$ cat src/rtl/wb_port_sequencer.sv
// Writeback sequencer: turns one- or two-slot execute results into writes on a single register-file port.
// Optional macro WB_SIM_END_EN enables the sim_done pulse that follows the final write of a req_sim_end request.
module wb_port_sequencer #(
  parameter  int DW    = 64,
  parameter  int NREGS = 16,
  localparam int IW    = $clog2(NREGS)
) (
  input  logic             clk,
  input  logic             reset_n,
  input  logic             req_valid,
  output logic             req_ready,
  input  logic             req_dst0_en,
  input  logic             req_dst1_en,
  input  logic [IW-1:0]    req_dst0,
  input  logic [IW-1:0]    req_dst1,
  input  logic [DW-1:0]    req_data0,
  input  logic [DW-1:0]    req_data1,
  input  logic             req_sim_end,
  input  logic             claim_valid,
  input  logic [IW-1:0]    claim_idx,
  output logic             wr_en,
  output logic [IW-1:0]    wr_idx,
  output logic [DW-1:0]    wr_data,
  output logic [NREGS-1:0] busy_mask,
  output logic             sim_done
);

  localparam logic [1:0] IDLE = 2'd0;
  localparam logic [1:0] WR0  = 2'd1;
  localparam logic [1:0] WR1  = 2'd2;

  logic [1:0]       r_state;
  logic [1:0]       w_state_nxt;
  logic [IW-1:0]    r_dst0;
  logic [IW-1:0]    r_dst1;
  logic [DW-1:0]    r_data0;
  logic [DW-1:0]    r_data1;
  logic             r_en1;
  logic [NREGS-1:0] r_busy;
  logic [NREGS-1:0] w_set;
  logic [NREGS-1:0] w_clr;
  logic             w_last;
  logic             w_xfer;

  // The buffer may be refilled in the same cycle it issues its last write.
  assign w_last    = (r_state == WR1) || ((r_state == WR0) && !r_en1);
  assign req_ready = (r_state == IDLE) || w_last;
  assign w_xfer    = req_valid && req_ready;

  // NOTE: every always_comb output gets a default first so no path leaves it unassigned (no latch).
  always_comb begin
    w_state_nxt = IDLE;
    if (w_xfer) begin
      if (req_dst0_en)      w_state_nxt = WR0;
      else if (req_dst1_en) w_state_nxt = WR1;
      else                  w_state_nxt = IDLE;
    end else if ((r_state == WR0) && r_en1) begin
      w_state_nxt = WR1;
    end
  end

  always_comb begin
    wr_en   = 1'b0;
    wr_idx  = '0;
    wr_data = '0;
    case (r_state)
      WR0: begin
        wr_en   = 1'b1;
        wr_idx  = r_dst0;
        wr_data = r_data0;
      end
      WR1: begin
        wr_en   = 1'b1;
        wr_idx  = r_dst1;
        wr_data = r_data1;
      end
      default: ;
    endcase
  end

  // NOTE: sequential state uses non-blocking assignments so every flop samples pre-edge values.
  always_ff @(posedge clk or negedge reset_n) begin
    if (!reset_n) begin
      r_state <= IDLE;
      r_dst0  <= '0;
      r_dst1  <= '0;
      r_data0 <= '0;
      r_data1 <= '0;
      r_en1   <= 1'b0;
    end else begin
      r_state <= w_state_nxt;
      if (w_xfer) begin
        r_dst0  <= req_dst0;
        r_dst1  <= req_dst1;
        r_data0 <= req_data0;
        r_data1 <= req_data1;
        r_en1   <= req_dst1_en;
      end
    end
  end

  // Claims are applied after clears so a same-cycle claim keeps the register busy.
  always_comb begin
    w_set = '0;
    w_clr = '0;
    if (claim_valid) w_set = NREGS'(1) << claim_idx;
    if (wr_en)       w_clr = NREGS'(1) << wr_idx;
  end

  always_ff @(posedge clk or negedge reset_n) begin
    if (!reset_n) r_busy <= '0;
    else          r_busy <= (r_busy & ~w_clr) | w_set;
  end

  assign busy_mask = r_busy;

`ifdef WB_SIM_END_EN
  logic r_sim_end;
  logic r_sim_done;

  always_ff @(posedge clk or negedge reset_n) begin
    if (!reset_n) begin
      r_sim_end  <= 1'b0;
      r_sim_done <= 1'b0;
    end else begin
      if (w_xfer) r_sim_end <= req_sim_end;
      r_sim_done <= (w_last && r_sim_end) ||
                    (w_xfer && req_sim_end && !req_dst0_en && !req_dst1_en);
    end
  end

  assign sim_done = r_sim_done;
`else
  logic w_unused_sim_end;
  assign w_unused_sim_end = req_sim_end;
  assign sim_done         = 1'b0;
`endif

endmodule

$ cat config.mk
export PLATFORM = sky130hd
export DESIGN_NAME = wb_port_sequencer
export DESIGN_NICKNAME = d
export VERILOG_FILES = /design/src/rtl/wb_port_sequencer.sv
export SDC_FILE = /design/constraint.sdc
export NUM_CORES = 1
export LEC_CHECK = 0
export ABC_CLOCK_PERIOD_IN_PS = 2600
export BUFFER_PORTS_ARGS = -buffer_cell sky130_fd_sc_hd__buf_4
export CAP_MARGIN = 20
export CORE_MARGIN = 3
export CORE_UTILIZATION = 51
export CTS_CLUSTER_SIZE = 14
export DETAILED_ROUTE_END_ITERATION = 16
export PLACE_DENSITY_LB_ADDON = 0.15
export SLEW_MARGIN = 25
export SYNTH_ARGS = -nofsm -noshare
export SYNTH_HDL_FRONTEND = slang
export SYNTH_SLANG_ARGS = --single-unit
$ cat constraint.sdc
create_clock -name clk -period 2.6 [get_ports clk]
set_clock_uncertainty 0.05 [all_clocks]
set_input_delay 0 -clock clk [delete_from_list [all_inputs] [get_ports clk]]
set_output_delay 0 -clock clk [all_outputs]
set_load 0.02 [all_outputs]
==> summary.md, run 1 <==
| Metric | Value |
|---|---|
| Residual DRC | 0 |
| Post-DR wirelength/cell | 18.9 µm |
| # H-tree levels | 4 |
| DRT Pass-1 Iters | 4 |
| Post-synthesis cell type count | 29 |
| Die Area | between 15000 and 20000 µm² |
| FF-to-FF End | busy_mask[5] |
| Most frequent cells in the layout | buf_4, dfrtp_1, dlygate4sd3_1 |
| CTS tree | done |
| Vias per cell | 5.42 |
| Hold_ws | between 0.08 and 0.09 ns |
| Kind of end point of the critical path | primary output |
| Gr ovfl total | 0 |
| Post-route antenna net violation count | 0 |
| Worst-path fanout max | 39 |
| Total Routing Usage GR | 0.269 |
| DRT iter0 DRCs | between 300 and 400 |
| Status | completed |
| Clock transition at path regs | roughly 0.05 ns |
| RSZ-0062 raised after global routing | false |
| Leak pwr | approximately 4.7 nW |
| CTS buffer count | 17 |
| Crit path kind | reg -> out |
| Initial antenna violation count | 1 |
| CP max-delay cell | ha_2 |
| Detailed placement HPWL | ~12000 µm |
| Slew @ Worst Pin | between 0.6 and 0.7 ns |
| Worst Path Buf+Inv | 3 |
| RR Startpoint | r_state[1] |
| Vias | 5947 |
| Total Neg Setup Slack | 0 ns |
| Crit share post-route | 0.918 |
| Pins Over Slew Limit | 0 |
| Final hold violations | 0 |
| Largest net degree at the start of global routing | between 70 and 80 |
| # fillers | 725 |
| Power density cells | between 600 and 700 nW/µm² |
| Worst Setup Start Kind | flip-flop |
| Max Clk Rate | 0.419 GHz |
| Required time of the critical path | 2.55 ns |
| Detailed Route WL | between 20000 and 25000 µm |
| Core box area | around 13000 µm² |
| Post-Synthesis Cell Area | between 7000 and 8000 µm² |
| TritonCTS Sinks | around 160 |
| Top Family by Delay on Critical Path | buffers and inverters |
| Pwr Total | roughly 7.3 mW |
| IO Pins | 234 |
| #FFs+latches synth | between 150 and 200 |
| Vias in the first global route | about 6400 |
| Later-pin clock latency in the skew report | approximately 0.4 ns |
| Max_slew headroom | 0.583 |
| Chip Width | between 100 and 150 µm |
| Die Y | around 120 µm |
| Max_cap viols | 0 |
| Worst endpoint data arrival time | 2.34 ns |
| Layout area overhead | 55.6% |
| Max Buffers Root-to-Sink | 2 |
| Port Buffers | around 230 |
| Post-CTS setup buffers | 0 |
| Synth warnings | 0 |
| Final Critical Period | between 2 and 2.5 ns |
| Finished Core Util | 0.819 |
| Average cell area after synthesis | about 13 µm² |
| First-pass GRT wire length | between 30000 and 40000 µm |
| Reg2reg setup slack | ~0.25 ns |
| Row cnt | 42 |
| Initial Util | 0.526 |
| Crit-path cells | inv_1 -> ha_2 -> buf_4 -> nor2b_1 -> buf_4 |
| Hold WC Path Type | in -> async |
| Final net count | approximately 1100 |
| Final setup violation count | 0 |
| CP dominant cell by count | buf_4 |
| R2R depth | 6 |
| Layout cells sized above 1 | 0.344 |
| Sequential area share after synthesis | 0.552 |
| Net Count, Synth | ~690 |
| Commonest non-fill, non-tap cell in the layout | buf_4 |
| GP Congestion | 0.791 |
| Crit path largest cell delay | roughly 0.65 ns |
| Gate count of the mapped netlist | between 500 and 600 |
| Clock root buffer | clkbuf_16 |
| Max VDD drop | between 0.5 and 0.6 mV |
[worst max path at each step]
stage | startpoint | end | slack [ns] | cells after the start
final | r_state[1] | wr_data[57] | 0.21 | 5
after global routing | r_state[1] | busy_mask[5] | 0.13 | 6
after CTS | r_state[1] | busy_mask[13] | 0.18 | 7
after detailed placement | r_state[1] | r_data1[24] | 0.47 | 6
after global placement | r_state[1] | r_data1[24] | 0.52 | 6
after floorplan | r_state[0] | r_data0[0] | 0.69 | 7
[layer usage]
metal / GRT usage / wire length [µm] / part of all wire / up-vias
met1: 0.318 / 7920 / 0.38 / 2972
met4: 0.105 / 587 / 0.028 / 0
met3: 0.0613 / 1250 / 0.060 / 55
met5: 0 / 0 / 0 / -
li1: - / - / - / 2691
met2: 0.475 / 11000 / 0.53 / 229
[registers in the layout (all words and copies together), names as in the netlist]
| name | cells |
|---|---|
| r_data0 | 64 |
| busy_mask | 16 |
| r_en1 | 1 |
| r_data1 | 64 |
| r_state | 2 |
| r_dst1 | 4 |
| r_dst0 | 4 |
[report_power, final]
group | switching [mW] | internal (mW) | total (mW)
Sequential | 0.283 | 2.90 | 3.18
Clock | 0.904 | 1.46 | 2.36
Combinational | 0.817 | 0.942 | 1.76
[final cells by class]
class / count / area (µm²) / area share
antenna: 1 / 2.50 / 0.000229
clock buffer: 24 / 472 / 0.0431
clock inverter: 8 / 92.6 / 0.00847
inverter: 5 / 18.8 / 0.00172
multi-input combinational: 338 / 2900 / 0.265
sequential: 155 / 3880 / 0.355
tap: 176 / 220 / 0.0201
timing repair buffer: 391 / 3350 / 0.306
[logic make-up (layout without fill, tap and decap cells)]
logic type | count (synthesis) | after routing | share of synthesized area
other cells | 1 | 2 | 0.000534
fa+ha+maj | 3 | 3 | 0.00534
simple gates | 91 | 91 | 0.0791
mux | 137 | 137 | 0.220
compound gates | 106 | 106 | 0.106
buf+inv | 45 | 428 | 0.0374
flops | 155 | 155 | 0.552
[per-stage QoR]
stage               cell area [µm²]  cells  worst slack [ns]
global placement               8870    916             0.517
finish                        10900   1098             0.213
detailed placement             8870    916             0.472
floorplan                      7030    538             0.685
CTS                           10900   1097             0.175
global route                  10900   1098             0.133
[timing repair]
action | in CTS | in global routing
hold endpoints to repair | 218 | 0
endpoints found under the setup margin | 0 | 2
hold buffers | 149 | 0
resized for setup | 0 | 1
[cells in the mapped netlist, drive strengths merged]
| cell | n | area share |
|---|---|---|
| and2b | 1 | 0.0014 |
| a22o | 3 | 0.0037 |
| or3b | 1 | 0.0012 |
| clkbuf | 18 | 0.0096 |
| a22oi | 68 | 0.073 |
| a21boi | 1 | 0.0011 |
| o31ai | 7 | 0.0094 |
| nand3b | 3 | 0.0032 |
| ha | 3 | 0.0053 |
| buf | 22 | 0.025 |
| or2 | 1 | 0.00089 |
| nor2 | 1 | 0.00053 |
| nand2 | 5 | 0.0027 |
| nand2b | 2 | 0.0018 |
| nand3 | 6 | 0.0043 |
| inv | 5 | 0.0027 |
| nand4 | 3 | 0.0027 |
| nor2b | 65 | 0.058 |
| mux2 | 137 | 0.22 |
| conb | 1 | 0.00053 |
| and2 | 2 | 0.0018 |
| dfrtp | 155 | 0.55 |
| o21ai | 27 | 0.019 |
| nor3 | 1 | 0.00071 |
(Power assumes the default switching activity.)
==> inputs of run 2 (changes only) <==
--- a/config.mk
+++ b/config.mk
@@ -8,8 +8,10 @@
 export ABC_CLOCK_PERIOD_IN_PS = 2600
 export BUFFER_PORTS_ARGS = -buffer_cell sky130_fd_sc_hd__buf_4
 export CAP_MARGIN = 20
+export CELL_PAD_IN_SITES_DETAIL_PLACEMENT = 0
+export CELL_PAD_IN_SITES_GLOBAL_PLACEMENT = 1
 export CORE_MARGIN = 3
-export CORE_UTILIZATION = 51
+export CORE_UTILIZATION = 40
 export CTS_CLUSTER_SIZE = 14
 export DETAILED_ROUTE_END_ITERATION = 16
 export PLACE_DENSITY_LB_ADDON = 0.15
==> run 2 against run 1 <==
Utilization decreased by 17 points. Die area increased by 26%. Sequential share of layout area decreased by 0.33 points. Sequential power about the same. Critical path depth increased by 3. Clock-buffer cell count decreased by 5. Non-clock buffer count unchanged. Highest routed layer unchanged.
==> summary.md, run 2 (same netlist as run 1, synthesis figures left out) <==
| Metric | Value |
|---|---|
| Status | completed |
| # H-tree levels | 4 (unchanged) |
| Placed cell area | 8920 µm² (+0.62%) |
| Die Area | 19200 µm² (+26%) |
| Internal power | 5.41 mW (+2.0%) |
| Layout area overhead | 57.1% |
| Power density cells | 677 nW/µm² (+1.3%) |
| Reg2reg setup slack | 0.22 ns (-0.03 ns) |
| Sw Share | 0.276 (+0.00156) |
| Clock power share | 0.345 (+0.022) |
| Final Critical Period | 2.38 ns (-0.00817 ns) |
| Detailed Route WL | 19800 µm (-4.8%) |
| Worst Path Buf+Inv | 3 (unchanged) |
| RSZ-0062 raised after global routing | false |
| Initial antenna violation count | 0 (-1) |
| Row cnt | 47 (+12%) |
| Pins Over Slew Limit | 0 (unchanged) |
| Chip Width | 139 µm (+12%) |
| GP Congestion | 0.769 (-2.8%) |
| Crit-path cells | inv_1 -> ha_2 -> buf_4 -> a22o_1 -> nand4_1 -> o21ai_1 -> o31ai_1 -> dlygate4sd3_1 |
| Max VDD drop | 0.465 mV (-17%) |
| CTS buffer count | 17 (unchanged) |
| Slew @ Worst Pin | 0.768 ns (+0.143 ns) |
| TritonCTS Sinks | 155 (unchanged) |
| Layout cells sized above 1 | 0.349 (+0.00472) |
| Initial Util | 0.416 (-0.110) |
| Largest net degree at the start of global routing | 85 (+7.6%) |
| Vias per cell | 5.07 (-6.5%) |
| Post-route cell area | 11000 µm² (+0.95%) |
| CTS tree | done |
| CP max-delay cell | dlygate4sd3_1 |
| Max Clk Rate | 0.420 GHz (+0.34%) |
| Pwr Total | 7.47 mW (+2.3%) |
| Clock transition at path regs | 0.06 ns (about the same) |
| Hold WC Path Type | in -> reg |
| Post-CTS setup buffers | 0 (unchanged) |
| Crit path largest cell delay | 0.56 ns (-0.09 ns) |
| Switching pwr | 2.06 mW (+2.8%) |
| DRT Pass-1 Iters | 4 (unchanged) |
| Worst-path fanout max | 15 (-62%) |
| Kind of end point of the critical path | flip-flop |
| Die Y | 139 µm (+12%) |
| Finished Core Util | 0.654 (-0.165) |
| Commonest non-fill, non-tap cell in the layout | buf_4 |
| Max_cap viols | 0 (unchanged) |
| Residual DRC | 0 (unchanged) |
| Vias | 5781 (-2.8%) |
| Post-route antenna net violation count | 0 (unchanged) |
| Core box area | 16900 µm² (+26%) |
| Final hold violations | 0 (unchanged) |
| Total Neg Setup Slack | 0 ns (unchanged) |
| Worst endpoint data arrival time | 2.63 ns (+0.29 ns) |
| Port Buffers | 231 (unchanged) |
| Leak pwr | 4.75 nW (+0.24%) |
| Top Family by Delay on Critical Path | buffers and inverters |
| Max Buffers Root-to-Sink | 2 (unchanged) |
| Required time of the critical path | 2.85 ns (+0.30 ns) |
| Crit path kind | reg -> reg |
| Max_slew headroom | 0.488 (-0.0951) |
| Hold_ws | 0.107 ns (+0.0251 ns) |
| Final net count | 1058 (unchanged) |
| First-pass GRT wire length | 32200 µm (+1.8%) |
| Total Routing Usage GR | 0.205 (-0.0641) |
| IO Pins | 234 (unchanged) |
| DRT iter0 DRCs | 153 (-51%) |
| Vias in the first global route | 6323 (-1.0%) |
| Gr ovfl total | 0 (unchanged) |
| Combinational power share | 0.232 (-0.009) |
| Most frequent cells in the layout | buf_4, dfrtp_1, dlygate4sd3_1 |
| Detailed placement HPWL | 12600 µm (+6.2%) |
| Sequential Power Share | 0.423 (-0.013) |
| Post-DR wirelength/cell | 17.3 µm (-8.4%) |
| Crit share post-route | 0.915 (-0.00314) |
| Worst Setup Start Kind | flip-flop |
| Later-pin clock latency in the skew report | 0.41 ns (about the same) |
| Final setup violation count | 0 (unchanged) |
| Clock root buffer | clkbuf_16 |
run 2: cell types whose count changed in the layout (fill, tap and decap cells not counted), sizes merged:
| cell | before | now |
|---|---|---|
| bufinv | 2 | 3 |
| clkbuf | 24 | 19 |
| clkinvlp | 1 | 4 |
| inv | 5 | 9 |
| clkinv | 5 | 1 |
run 2: timing repair:
action,CTS,global route
hold buffers,149,0
setup endpoints to repair,0,3
resized for setup,0,2
hold endpoints to repair,233,0
run 2: cell type report:
type | count | area, µm²
tap | 220 | 275
clock buffer | 19 | 453
fill | 1286 | 5840
clock inverter | 12 | 160
multi-input combinational | 338 | 2900
sequential | 155 | 3880
antenna | 1 | 2.50
inverter | 5 | 18.8
timing repair buffer | 391 | 3350
run 2: power groups by stage:
stage	Clock (mW)	Combinational, mW	Sequential [mW]
final	2.58	1.73	3.16
after global routing	2.73	1.88	3.22
after CTS	2.63	1.74	3.15
after detailed placement	0	1.54	3.19
after global placement	0	1.50	3.16
after floorplan	0	0.937	3.17
run 2: path summary, 6_finish.rpt:
path,from,end,cells after the start
min reg2reg,r_data1[44],r_data1[44],1
min in group asynchronous,reset_n,busy_mask[14],2
max reg2reg,r_state[1],busy_mask[1],8
max in group asynchronous,reset_n,r_data1[47],3
min,req_valid,r_state[0],4
max,r_state[1],busy_mask[1],8
run 2: stage by stage:
step	setup WS (ns)	cells
finish	0.222	1141
global route	0.0397	1140
CTS	0.0546	1140
detailed placement	0.515	960
global placement	0.568	960
floorplan	0.685	538
run 2: routing by layer:
metal,wire length (µm),global-route usage,vias to the layer above
li1,-,-,2680
met1,8470,0.254,2884
met4,335,0.0650,0
met2,9820,0.343,187
met5,0,0,-
met3,1130,0.0641,30
run 2: worst reg2reg max path, stage by stage (launching register included):
cell and delay (ns):
dfrtp_1 0.38, inv_1 0.09, ha_2 0.20, buf_4 0.22
a22o_1 0.27, nand4_1 0.18, o21ai_1 0.22, o31ai_1 0.11
dlygate4sd3_1 0.56
==> inputs of run 3 (changes only) <==
--- a/config.mk
+++ b/config.mk
@@ -5,16 +5,18 @@
 export SDC_FILE = /design/constraint.sdc
 export NUM_CORES = 1
 export LEC_CHECK = 0
+export ABC_AREA = 1
 export ABC_CLOCK_PERIOD_IN_PS = 2600
 export BUFFER_PORTS_ARGS = -buffer_cell sky130_fd_sc_hd__buf_4
 export CAP_MARGIN = 20
 export CELL_PAD_IN_SITES_DETAIL_PLACEMENT = 0
 export CELL_PAD_IN_SITES_GLOBAL_PLACEMENT = 1
 export CORE_MARGIN = 3
-export CORE_UTILIZATION = 40
+export CORE_UTILIZATION = 36
 export CTS_CLUSTER_SIZE = 14
 export DETAILED_ROUTE_END_ITERATION = 16
 export PLACE_DENSITY_LB_ADDON = 0.15
+export REMOVE_ABC_BUFFERS = 1
 export SLEW_MARGIN = 25
 export SYNTH_ARGS = -nofsm -noshare
 export SYNTH_HDL_FRONTEND = slang
==> run 3 against run 2 <==
Clock power increased by 5%. Design area increased by 3.8%. Register-to-register slack improved by 0.05 ns. Critical endpoint is now r_data0[49].
==> summary.md, run 3 <==
| Metric | Value |
|---|---|
| Status | completed |
| Yosys top cell area share | 0.536 (-0.0164) |
| Crit path kind | reg -> reg |
| RSZ-0062 raised after global routing | false |
| CTS tree | done |
| Chip Width | 148 µm (+6.7%) |
| Max_slew headroom | 0.584 (+0.0959) |
| Pins Over Slew Limit | 0 (unchanged) |
| Worst-path fanout max | 69 (+54) |
| First-pass GRT wire length | 38200 µm (+19%) |
| Total Routing Usage GR | 0.215 (+0.0104) |
| Post-Synthesis Cell Area | 7240 µm² (+3.1%) |
| Pre-CTS setup slack | 0.556 ns (+0.0413 ns) |
| Met2 Resource Use GR | 0.359 (+0.0162) |
| Initial antenna violation count | 0 (unchanged) |
| TritonCTS Sinks | 155 (unchanged) |
| GRT met1 Usage | 0.279 (+0.0250) |
| Area of the multi-input gates | 3000 µm² (+3.4%) |
| Hold_ws | 0.0192 ns (-0.0875 ns) |
| Final Critical Period | 2.32 ns (-0.0544 ns) |
| Setup ws final | 0.276 ns (+0.0544 ns) |
| Count leader, synth | nand2_1 |
| Worst Setup Start Kind | flip-flop |
| Port Buffers | 231 (unchanged) |
| Clock root buffer | clkbuf_16 |
| Vias in the first global route | 7617 (+20%) |
| DRT Pass-1 Iters | 4 (unchanged) |
| CP max-delay cell | dlygate4sd3_1 |
| Max Buffers Root-to-Sink | 2 (unchanged) |
| Sequential Area | 3880 µm² (unchanged) |
| Crit share post-route | 0.894 (-0.0209) |
| Crit path largest cell delay | 0.59 ns (+0.03 ns) |
| GP Congestion | 0.763 (-0.83%) |
| Gr ovfl total | 0 (unchanged) |
| Core box area | 19600 µm² (+16%) |
| Final setup violation count | 0 (unchanged) |
| Synth top area cells | dfrtp_1, nand2_1, nand3_1, a21oi_1, buf_2 |
| Vias | 7565 (+31%) |
| Clock transition at path regs | 0.06 ns (about the same) |
| Post-synthesis cell type count | 20 (-31%) |
| Initial Util | 0.370 (-0.0467) |
| Hold WC Path Type | in -> async |
| Gr busiest metal | met2 |
| Residual DRC | 0 (unchanged) |
| Area leader, netlist | dfrtp_1 |
| Largest net degree at the start of global routing | 139 (+64%) |
| Average cell area after synthesis | 7.66 µm² (-41%) |
| Gate count of the mapped netlist | 946 (+76%) |
| Kind of end point of the critical path | flip-flop |
| Placed cell area | 9160 µm² (+2.6%) |
| Slew @ Worst Pin | 0.622 ns (-0.146 ns) |
| Post-DR wirelength/cell | 15.2 µm (-12%) |
| Final hold violations | 0 (unchanged) |
| IO Pins | 234 (unchanged) |
| # diodes | 0 (-1) |
| Commonest non-fill, non-tap cell in the layout | nand2_1 |
| Post-CTS setup buffers | 0 (unchanged) |
| Asr flop ratio synth | 1.00 (unchanged) |
| Crit-path cells | inv_1 -> ha_2 -> inv_2 -> o21ai_4 -> clkbuf_16 -> nand3_1 -> dlygate4sd3_1 -> nand2_1 |
| Power density cells | 654 nW/µm² (-3.3%) |
| Row cnt | 51 (+8.5%) |
| Most frequent cells in the layout | nand2_1, buf_4, dlygate4sd3_1 |
| Detailed Route WL | 24000 µm (+22%) |
| List of most frequent post-synthesis cells | nand2_1, dfrtp_1, nand3_1 |
| Synth warnings | 0 (unchanged) |
| DRT iter0 DRCs | 469 (+210%) |
| Max VDD drop | 0.418 mV (-10%) |
| CTS buffer count | 17 (unchanged) |
| Required time of the critical path | 2.92 ns (+0.07 ns) |
| Post-route antenna net violation count | 0 (unchanged) |
| Later-pin clock latency in the skew report | 0.43 ns (+0.02 ns) |
| Layout area overhead | 58.2% |
| #FFs+latches synth | 155 (unchanged) |
| Max Clk Rate | 0.430 GHz (+2.3%) |
| Post-route cell area | 11500 µm² (+3.8%) |
| DP Cell Count | 1386 (+44%) |
| Vias per cell | 4.78 (-5.7%) |
| # fillers | 1887 (+47%) |
| Top FF cell, synth | dfrtp_1 |
| Max_cap viols | 0 (unchanged) |
| # H-tree levels | 4 (unchanged) |
| Post-synth EDFFs | 0 (unchanged) |
| Worst endpoint data arrival time | 2.64 ns (about the same) |
| M3 GR Usage | 0.0573 (-0.00681) |
| Final Non-Filler Cells | 1584 (+39%) |
| Die Area | 21900 µm² (+14%) |
| Detailed placement HPWL | 13400 µm (+6.1%) |
| Sequential area share after synthesis | 0.536 (-0.0164) |
| Layout cells sized above 1 | 0.215 (-0.134) |
| Die Y | 148 µm (+6.7%) |
| Final net count | 1456 (+38%) |
| Leak pwr | 5.67 nW (+19%) |
run 3: critical path: cells and delay by family, from the launching register on:
family                   cells  cell delay, ns
AO/OA/AOI/OAI                1            0.22
AND/OR/NAND/NOR              2            0.20
flip-flops                   1            0.38
adder cells (fa/ha/maj)      1            0.27
buffers and inverters        4            1.08
run 3: power breakdown:
group / leakage, nW / switching (mW) / internal [mW] / total [mW]
combinational: 3.51 / 0.975 / 0.737 / 1.71
clock: 0.297 / 1.06 / 1.64 / 2.70
sequential: 1.86 / 0.232 / 2.85 / 3.08
total: 5.67 / 2.26 / 5.23 / 7.49
run 3: cell type report:
class	instances	area share
Clock buffer	19	0.0387
Clock inverter	13	0.0166
Inverter	16	0.00524
Multi-Input combinational cell	707	0.262
Sequential cell	155	0.339
Tap cell	265	0.0289
Timing Repair Buffer	409	0.311
run 3: final timing paths:
| path | startpoint | endpoint | slack (ns) | cells after the start |
|---|---|---|---|---|
| max in group asynchronous | reset_n | r_data0[52] | 1.65 | 3 |
| worst max-delay path | r_state[1] | r_data0[49] | 0.28 | 8 |
| worst max register to register | r_state[1] | r_data0[49] | 0.28 | 8 |
| worst min-delay path | reset_n | r_data1[62] | 0.02 | 2 |
| worst min register to register | busy_mask[6] | busy_mask[6] | 0.42 | 2 |
| min in group clk | req_valid | r_data1[19] | 0.14 | 4 |
run 3: cells by family after synthesis:
logic type / Yosys count / share of synthesized area
fa+ha+maj: 3 / 0.00518
simple gates: 637 / 0.359
buf+inv: 84 / 0.0534
compound gates: 66 / 0.0461
flops: 155 / 0.536
other cells: 1 / 0.000518
run 3: layer usage:
metal,vias up,wire (µm)
met3,28,1420
met1,3597,11000
met5,-,0
met4,0,317
li1,3740,-
met2,200,11300
run 3: stage by stage:
step                      power [mW]   util  setup TNS [ns]
final                           7.49  0.585               0
after global routing            7.88  0.585               0
after CTS                       7.54  0.584               0
after detailed placement        4.62  0.467               0
after global placement          4.59  0.467               0
after floorplan                 3.91      -         -773.46
run 3: timing repair:
| action | CTS | global route |
|---|---|---|
| setup endpoints to repair | 0 | 3 |
| hold buffers | 165 | 0 |
| endpoints found under the hold margin | 279 | 0 |
| resized for setup | 0 | 2 |
